==> src/rtl/rv_pkg.sv <==
// Shared definitions for the RV32IM_Zbb pipeline control blocks.
package rv_pkg;

    localparam int unsigned REG_ADDR_W       = 5;
    localparam logic [4:0]  REG_ZERO         = 5'd0;
    localparam int unsigned DEF_BUSY_TIMEOUT = 64;

    // Multi-cycle mul/div handshake states
    typedef enum logic [0:0] {
        ST_IDLE = 1'b0,
        ST_BUSY = 1'b1
    } md_state_e;

    // True when a used source register is produced by a real (non-x0) destination
    function automatic logic src_match(
        input logic [REG_ADDR_W-1:0] dst,
        input logic [REG_ADDR_W-1:0] src,
        input logic                  used
    );
        return used && (dst != REG_ZERO) && (dst == src);
    endfunction

endpackage

==> src/rtl/hazard_unit_muldiv_tracker.sv <==
// Tracks the start/done handshake with the multi-cycle mul/div unit,
// including a watchdog that aborts a stuck operation and latches an error.
module muldiv_tracker
    import rv_pkg::*;
#(
    parameter int unsigned BUSY_TIMEOUT = DEF_BUSY_TIMEOUT
) (
    input  logic clk,
    input  logic reset,
    input  logic muldiv_ex_i,
    input  logic muldiv_done_i,
    output logic muldiv_start_o,
    output logic muldiv_stall_o,
    output logic muldiv_timeout_o
);

    localparam int unsigned WD_W = $clog2(BUSY_TIMEOUT + 1);
    localparam logic [WD_W-1:0] WD_LAST = WD_W'(BUSY_TIMEOUT - 1);

    md_state_e       state_r;
    md_state_e       state_s;
    logic [WD_W-1:0] wd_r;
    logic            abort_s;
    logic            timeout_r;

    // Next-state and handshake outputs; reset suppresses any start pulse
    always_comb begin
        state_s        = state_r;
        muldiv_start_o = 1'b0;
        muldiv_stall_o = 1'b0;
        abort_s        = 1'b0;
        if (reset) begin
            state_s = ST_IDLE;
        end else begin
            case (state_r)
                ST_IDLE: begin
                    if (muldiv_ex_i) begin
                        muldiv_start_o = 1'b1;
                        muldiv_stall_o = 1'b1;
                        state_s        = ST_BUSY;
                    end else begin
                        state_s = ST_IDLE;
                    end
                end
                ST_BUSY: begin
                    if (muldiv_done_i) begin
                        // Release in the done cycle so EX/MEM captures the result
                        state_s = ST_IDLE;
                    end else if (wd_r == WD_LAST) begin
                        // Give up: let the EX instruction advance with what it has
                        abort_s = 1'b1;
                        state_s = ST_IDLE;
                    end else begin
                        muldiv_stall_o = 1'b1;
                        state_s        = ST_BUSY;
                    end
                end
                default: begin
                    state_s = ST_IDLE;
                end
            endcase
        end
    end

    // State register, watchdog counter (cleared on entry to BUSY) and sticky error
    always_ff @(posedge clk) begin
        if (reset) begin
            state_r   <= ST_IDLE;
            wd_r      <= '0;
            timeout_r <= 1'b0;
        end else begin
            state_r <= state_s;
            if ((state_r == ST_BUSY) && (state_s == ST_BUSY)) begin
                wd_r <= wd_r + WD_W'(1);
            end else begin
                wd_r <= '0;
            end
            timeout_r <= timeout_r | abort_s;
        end
    end

    assign muldiv_timeout_o = timeout_r;

endmodule

==> src/rtl/hazard_unit.sv <==
// Pipeline stall/flush controller: load-use, branch-operand and mul/div
// stalls, taken-branch flushes, and a stall-cycle performance counter.
module hazard_unit
    import rv_pkg::*;
#(
    parameter int unsigned CNT_WIDTH    = 32,
    parameter int unsigned BUSY_TIMEOUT = DEF_BUSY_TIMEOUT
) (
    input  logic                  clk,
    input  logic                  reset,
    input  logic [4:0]            rs1_address_id_i,
    input  logic [4:0]            rs2_address_id_i,
    input  logic                  rs1_used_id_i,
    input  logic                  rs2_used_id_i,
    input  logic                  branch_id_i,
    input  logic                  branch_taken_id_i,
    input  logic                  rd_we_ex_i,
    input  logic [4:0]            rd_address_ex_i,
    input  logic                  mem_to_reg_ex_i,
    input  logic                  muldiv_ex_i,
    input  logic                  rd_we_mem_i,
    input  logic [4:0]            rd_address_mem_i,
    input  logic                  mem_to_reg_mem_i,
    input  logic                  muldiv_done_i,
    output logic                  muldiv_start_o,
    output logic                  pc_en_o,
    output logic                  if_id_en_o,
    output logic                  if_id_flush_o,
    output logic                  id_ex_en_o,
    output logic                  id_ex_flush_o,
    output logic                  ex_mem_flush_o,
    output logic                  muldiv_timeout_o,
    output logic [CNT_WIDTH-1:0]  stall_cnt_o
);

    logic                 muldiv_stall_s;
    logic                 ex_match_s;
    logic                 mem_match_s;
    logic                 load_use_s;
    logic                 branch_haz_s;
    logic [CNT_WIDTH-1:0] stall_cnt_r;

    muldiv_tracker #(
        .BUSY_TIMEOUT (BUSY_TIMEOUT)
    ) u_tracker (
        .clk              (clk),
        .reset            (reset),
        .muldiv_ex_i      (muldiv_ex_i),
        .muldiv_done_i    (muldiv_done_i),
        .muldiv_start_o   (muldiv_start_o),
        .muldiv_stall_o   (muldiv_stall_s),
        .muldiv_timeout_o (muldiv_timeout_o)
    );

    // Dependency detection against EX and MEM destinations (x0 never matches)
    always_comb begin
        ex_match_s   = src_match(rd_address_ex_i, rs1_address_id_i, rs1_used_id_i) ||
                       src_match(rd_address_ex_i, rs2_address_id_i, rs2_used_id_i);
        mem_match_s  = src_match(rd_address_mem_i, rs1_address_id_i, rs1_used_id_i) ||
                       src_match(rd_address_mem_i, rs2_address_id_i, rs2_used_id_i);
        load_use_s   = mem_to_reg_ex_i && rd_we_ex_i && ex_match_s;
        // Branches compare in ID, so an EX result or a MEM load is still too late
        branch_haz_s = branch_id_i &&
                       ((rd_we_ex_i && ex_match_s) ||
                        (rd_we_mem_i && mem_to_reg_mem_i && mem_match_s));
    end

    // Priority merge: reset > muldiv stall > load-use/branch stall > taken flush
    always_comb begin
        pc_en_o        = 1'b1;
        if_id_en_o     = 1'b1;
        id_ex_en_o     = 1'b1;
        if_id_flush_o  = 1'b0;
        id_ex_flush_o  = 1'b0;
        ex_mem_flush_o = 1'b0;
        if (reset) begin
            pc_en_o        = 1'b0;
            if_id_en_o     = 1'b0;
            id_ex_en_o     = 1'b0;
            if_id_flush_o  = 1'b1;
            id_ex_flush_o  = 1'b1;
            ex_mem_flush_o = 1'b1;
        end else if (muldiv_stall_s) begin
            pc_en_o        = 1'b0;
            if_id_en_o     = 1'b0;
            id_ex_en_o     = 1'b0;
            ex_mem_flush_o = 1'b1;
        end else if (load_use_s || branch_haz_s) begin
            pc_en_o       = 1'b0;
            if_id_en_o    = 1'b0;
            id_ex_flush_o = 1'b1;
        end else if (branch_taken_id_i) begin
            if_id_flush_o = 1'b1;
        end else begin
            if_id_flush_o = 1'b0;
        end
    end

    // Stall-cycle counter: every non-reset cycle with the PC frozen, wrapping
    always_ff @(posedge clk) begin
        if (reset) begin
            stall_cnt_r <= '0;
        end else if (!pc_en_o) begin
            stall_cnt_r <= stall_cnt_r + CNT_WIDTH'(1);
        end else begin
            stall_cnt_r <= stall_cnt_r;
        end
    end

    assign stall_cnt_o = stall_cnt_r;

endmodule

==> config.mk <==
export PLATFORM = sky130hd
export DESIGN_NAME = hazard_unit
export DESIGN_NICKNAME = d
export VERILOG_FILES = /design/src/rtl/rv_pkg.sv /design/src/rtl/hazard_unit_muldiv_tracker.sv /design/src/rtl/hazard_unit.sv
export SDC_FILE = /design/constraint.sdc
export NUM_CORES = 1
export LEC_CHECK = 0
export BUFFER_PORTS_ARGS = -buffer_cell sky130_fd_sc_hd__clkbuf_2
export CAP_MARGIN = 20
export CORE_UTILIZATION = 30
export DETAILED_ROUTE_END_ITERATION = 16
export GPL_TIMING_DRIVEN = 0
export HOLD_SLACK_MARGIN = 0.1
export PLACE_DENSITY = 0.48
export SETUP_SLACK_MARGIN = 0.02
export SLEW_MARGIN = 25
export SYNTH_ARGS = -nofsm -noshare
export SYNTH_HDL_FRONTEND = slang
export SYNTH_SLANG_ARGS = --single-unit
==> constraint.sdc <==
create_clock -name clk -period 4.3 [get_ports clk]
set_input_delay 0.86 -clock clk [delete_from_list [all_inputs] [get_ports clk]]
set_output_delay 0.86 -clock clk [all_outputs]
set_load 0.01 [all_outputs]
-- Word level (Yosys, flattened, before mapping)
Index checks and enable logic that the tools add are counted.
- $add $sub $neg: 2
- reduce and logical (&&, ||, !) cells: 22
- equal/unequal tests: 5
- mux-type cells: 25
- bitwise operators: 3
- operators with widths (kind ; count):
    adder 32 x 1 -> 32 bit, second input constant ; 1
    2-to-1 mux 1 bit ; 24
    == test 5 bit ; 4
    logical AND 1 bit ; 15
    nonzero test 5 bit ; 2
    adder 7 x 1 -> 7 bit, second input constant ; 1
    == test 7 x 6 -> 1 bit, second input constant ; 1
    logical OR 1 bit ; 4
    NOT 1 bit ; 2
    case mux 1 bit (2 select lines) ; 1
    OR reduction 2 bit ; 1
    OR 1 bit ; 1
- input port bits: 32
- output and inout port bits: 40
- register bits after elaboration: 41
- logic and storage cells: 61

-- Longest topological paths before layout
- word-level depth: 11
- depth in mapped cells: 8
- gate-level depth less buffers: 7

-- Cells and area by module
From an unflattened synthesis, not the netlist that was laid out.
- cells, all modules: 276
- area, all modules: 2378.5 um^2
- modules (own cells, without submodules) (module ; cells an instance ; area each (um^2) ; times used):
    hazard_unit ; 240 ; 2013.2 ; 1
    muldiv_tracker ; 36 ; 365.4 ; 1

-- Worst setup path after synthesis
Ideal clock, no wire load.
- kind: input to output
- start point: in rd_address_mem_i[1]
- end point: out pc_en_o
- buffers on the path: 2
- cell stages on the path: 7
- required time: 3.440 ns
- path slack: 1.055 ns
- arrival time: 2.385 ns
- cells stage by stage: or4_4 o2111ai_2 inv_1 a22oi_4 buf_6 and2_1 buf_4
- cells in the longest elaborated chain, start to end: 11
- elaborated cells on any way between the ends: 15
- ends and longest elaborated chain (item ; RTL line ; text):
    from (decl) ; hazard_unit.sv:22 ; input logic [4:0] rd_address_mem_i,
    nonzero test 5 bit ; rv_pkg.sv:20 ; return used && (dst != REG_ZERO) && (dst == src);
    logical AND 1 bit (2 in a row) ; rv_pkg.sv:20 ;
    logical OR 1 bit (*) ; hazard_unit.sv:59 ; mem_match_s = src_match(rd_address_mem_i, rs1_address_id_i, rs1_used_id_i) ||
    logical AND 1 bit (*) ; hazard_unit.sv:65 ; (rd_we_mem_i && mem_to_reg_mem_i && mem_match_s));
    logical OR 1 bit (*) ; hazard_unit.sv:64 ; ((rd_we_ex_i && ex_match_s) ||
    logical AND 1 bit (*) ; hazard_unit.sv:63 ; branch_haz_s = branch_id_i &&
    logical OR 1 bit (*) ; hazard_unit.sv:88 ; end else if (load_use_s || branch_haz_s) begin
    2-to-1 mux 1 bit (*) (3 in a row) ; - ;
    to (decl) ; hazard_unit.sv:26 ; output logic pc_en_o,
Every way passes the cells marked *; elsewhere a longest branch is shown, timed or not.

-- Final worst setup path
- start point: in rd_address_mem_i[1]
- end point: out pc_en_o
- cells in the longest elaborated chain, start to end: 11
- elaborated cells on any way between the ends: 15
- ends and longest elaborated chain (item ; RTL line ; text):
    nonzero test 5 bit ; rv_pkg.sv:20 ;
    logical AND 1 bit (2 in a row) ; rv_pkg.sv:20 ;
    logical OR 1 bit (*) ; hazard_unit.sv:59 ;
    logical AND 1 bit (*) ; hazard_unit.sv:65 ;
    logical OR 1 bit (*) ; hazard_unit.sv:64 ;
    logical AND 1 bit (*) ; hazard_unit.sv:63 ;
    logical OR 1 bit (*) ; hazard_unit.sv:88 ;
    2-to-1 mux 1 bit (*) ; hazard_unit.sv:88 ;
    2-to-1 mux 1 bit (*) ; hazard_unit.sv:83 ; end else if (muldiv_stall_s) begin
    2-to-1 mux 1 bit (*) ; hazard_unit.sv:76 ; if (reset) begin
Marked as above.

==> flow_summary.toml <==
[run_status]
outcome = "completed"

[synthesis]
synth_cell_types = 46
seq_area_frac_synth = 0.315
synth.largest_area_cell = "dfxtp_1"
yosys-top-cells-area = "dfxtp_1, mux2_1, xnor2_1, nor2b_1, nor2_1"
synth_area_mm2 = 0.00260
avgSynthCellArea_um2 = 8.49
synth_top_area_frac = 0.315
syn_inst = 307
ys_seq_elements = 41
syn_nets = 341
ys_warn_count = 0

[clock_tree]
cts_sinks = 41
cts_setup_buffers = 0
cts_buffers = 5
clk_latency_ps = 300
cts_tree = "yes"
clk_pin_slew_ps = 80
holdBufCountCts = 0
root_buffer = "clkbuf_8"
clockBufferDepth = 2
ctsResizeCount = 0
htreeDepth = 2

[worst_setup_path]
required_ps = 3440
cp-end-kind = "output port"
cp_max_fo = 10
cp_cell_sequence = "clkbuf_2 > or4_4 > o2111ai_2 > inv_1 > a22oi_4 > buf_6 > and2_1 > buf_4 > clkbuf_2"
critPathArrivalTime_ps = 2760
cpPeakStageDelay_ps = 530
cp_slowest_cell = "or4_4"
crit_type = "in -> out"
startpoint_type = "primary input"
crit_top_cell = "clkbuf_2"

[pwr]
power.density_mw_per_mm2 = 239
p_leak_nw = 1.40
vdd_drop_max_uv = 165

[finish]
final_common_cell = "clkbuf_2"
syn2layout_area_growth_pct = 22.0
drive_above_1_share = 0.258
nets = 418
final_cell_mix = "clkbuf_2, nor2_1, dfxtp_1, nor2b_1, mux2_1"
finalInstanceArea_mm2 = 0.00318
antenna_cells_inserted = 0

[floorplanning]
coreArea_mm2 = 0.00830
initial_core_util = 0.314
io_pins = 72
dieArea_mm2 = 0.00906
die_y_um = 95.2
placementRows = 33
die_w_um = 95.2

[grt]
grt_pass1_vias = 2392
antenna_found_initial = 0
grt-ovfl-total = 0
grt_pass1_wl_mm = 11.6
grt_max_degree = 13
track_usage = 0.164

[sta]
min_period_over_period = 0.842
fmax_mhz = 276
setup_ws_ps = 678
setup_tns_ps = 0
min_period_ps = 3620
finalHoldViolations = 0
relSlewSlack = 0.660
finalClockSkew_ps = 8.93
rsz0062_at_grt = "false"
finalSetupViolCount = 0
worstMarginPinSlew_ps = 510
drv_slew = 0

[drt]
avgRoutedWirePerCell_um = 14.3
drt_pass1_iterations = 5
routed_via_density = 4.98
drc = 0
routed-via-count = 2434
routed_wl_mm = 7.01
ant_nets = 0
drt_iter0_drc = 58

[place]
hpwl_mm = 5.36
place.gp.congestion = 0.752
placed_area_mm2 = 0.00309
dp_slack_ps = 648
numPortBuffers = 70

[run]
drv_cap = 0

[min_path]
hold_class = "reg -> reg"
kinds of logic (layout without fill, tap and decap cells):
logic type | after synthesis | after routing | share of synthesized area
DFF | 41 | 41 | 0.315
and+or+nand+nor | 146 | 146 | 0.305
muxes | 29 | 29 | 0.127
buffers and inverters | 18 | 95 | 0.0336
xor gates and xnor gates | 24 | 24 | 0.0807
adders and majority gates | 2 | 2 | 0.00960
AOI/OAI and AO/OA | 47 | 47 | 0.130
worst paths after layout:
path,startpoint,to,slack (ps),depth (start not counted)
min reg2reg,u_tracker.wd_r[0],u_tracker.wd_r[0],450,1
max reg2reg,stall_cnt_o[3],stall_cnt_o[28],1850,5
max,rd_address_mem_i[1],pc_en_o,680,9
min,u_tracker.wd_r[0],u_tracker.wd_r[0],450,1
through the flow:
step | total power [W] | cells | utilization | hold WS, ps
floorplan | 0.000457 | 307 | - | 413
global placement | 0.000500 | 482 | 0.372 | 432
detailed placement | 0.000502 | 482 | 0.372 | 446
CTS | 0.000779 | 489 | 0.383 | 459
global route | 0.000805 | 489 | 0.383 | 483
finish | 0.000759 | 489 | 0.383 | 451
power breakdown:
group / total (W) / switching (W) / internal (W)
sequential: 0.000388 / 0.00000477 / 0.000383
combinational: 0.000104 / 0.0000605 / 0.0000434
clock: 0.000267 / 0.000140 / 0.000127
flip-flops by register name, summed over array words and instances (netlist names):
| register | count |
|---|---|
| u_tracker.wd_r | 7 |
| u_tracker.state_r | 1 |
| u_tracker.muldiv_timeout_o | 1 |
| stall_cnt_o | 32 |
Yosys cell counts, drive strengths merged:
| library cell | n |
|---|---|
| mux2 | 29 |
| or4 | 1 |
| a21oi | 26 |
| o21a | 2 |
| nand3 | 17 |
| a32oi | 1 |
| a2111oi | 1 |
| a21boi | 3 |
| nor2b | 29 |
| xnor2 | 22 |
| a31oi | 1 |
| o2111ai | 1 |
| xor2 | 2 |
| ha | 2 |
| a22oi | 1 |
| and2 | 4 |
| inv | 4 |
| nand2b | 1 |
| buf | 4 |
| dfxtp | 41 |
| and3b | 1 |
| or2 | 1 |
| and3 | 6 |
| o21ai | 4 |
| nand2 | 20 |
| and4 | 4 |
| clkbuf | 10 |
| a211oi | 2 |
| nor3 | 4 |
| o211ai | 1 |
| or2b | 1 |
| nor2 | 45 |
| o22ai | 2 |
| a21o | 2 |
| nand4 | 12 |
worst max-delay path: cells and delay by family:
| kind | cells | cell delay [ps] |
|---|---|---|
| simple gates | 2 | 720 |
| compound gates | 2 | 530 |
| buf+inv | 5 | 650 |
per-layer routing:
metal  wire [µm]  vias up  global-route usage
li1            -     1234                   -
met1        3440     1121               0.216
met2        3060       70               0.269
met3         378        9              0.0271
met4         125        0              0.0530
met5           0        -                   0
layout make-up:
cell class	count	area (µm²)
Fill cell	901	5120
Timing Repair Buffer	70	350
Clock buffer	6	82.6
Multi-Input combinational cell	248	1700
Sequential cell	41	821
Tap cell	105	131
Inverter	4	15.0
Buffer	14	72.6
Clock inverter	1	7.51
Note: power is estimated with default switching activity, not from simulation.
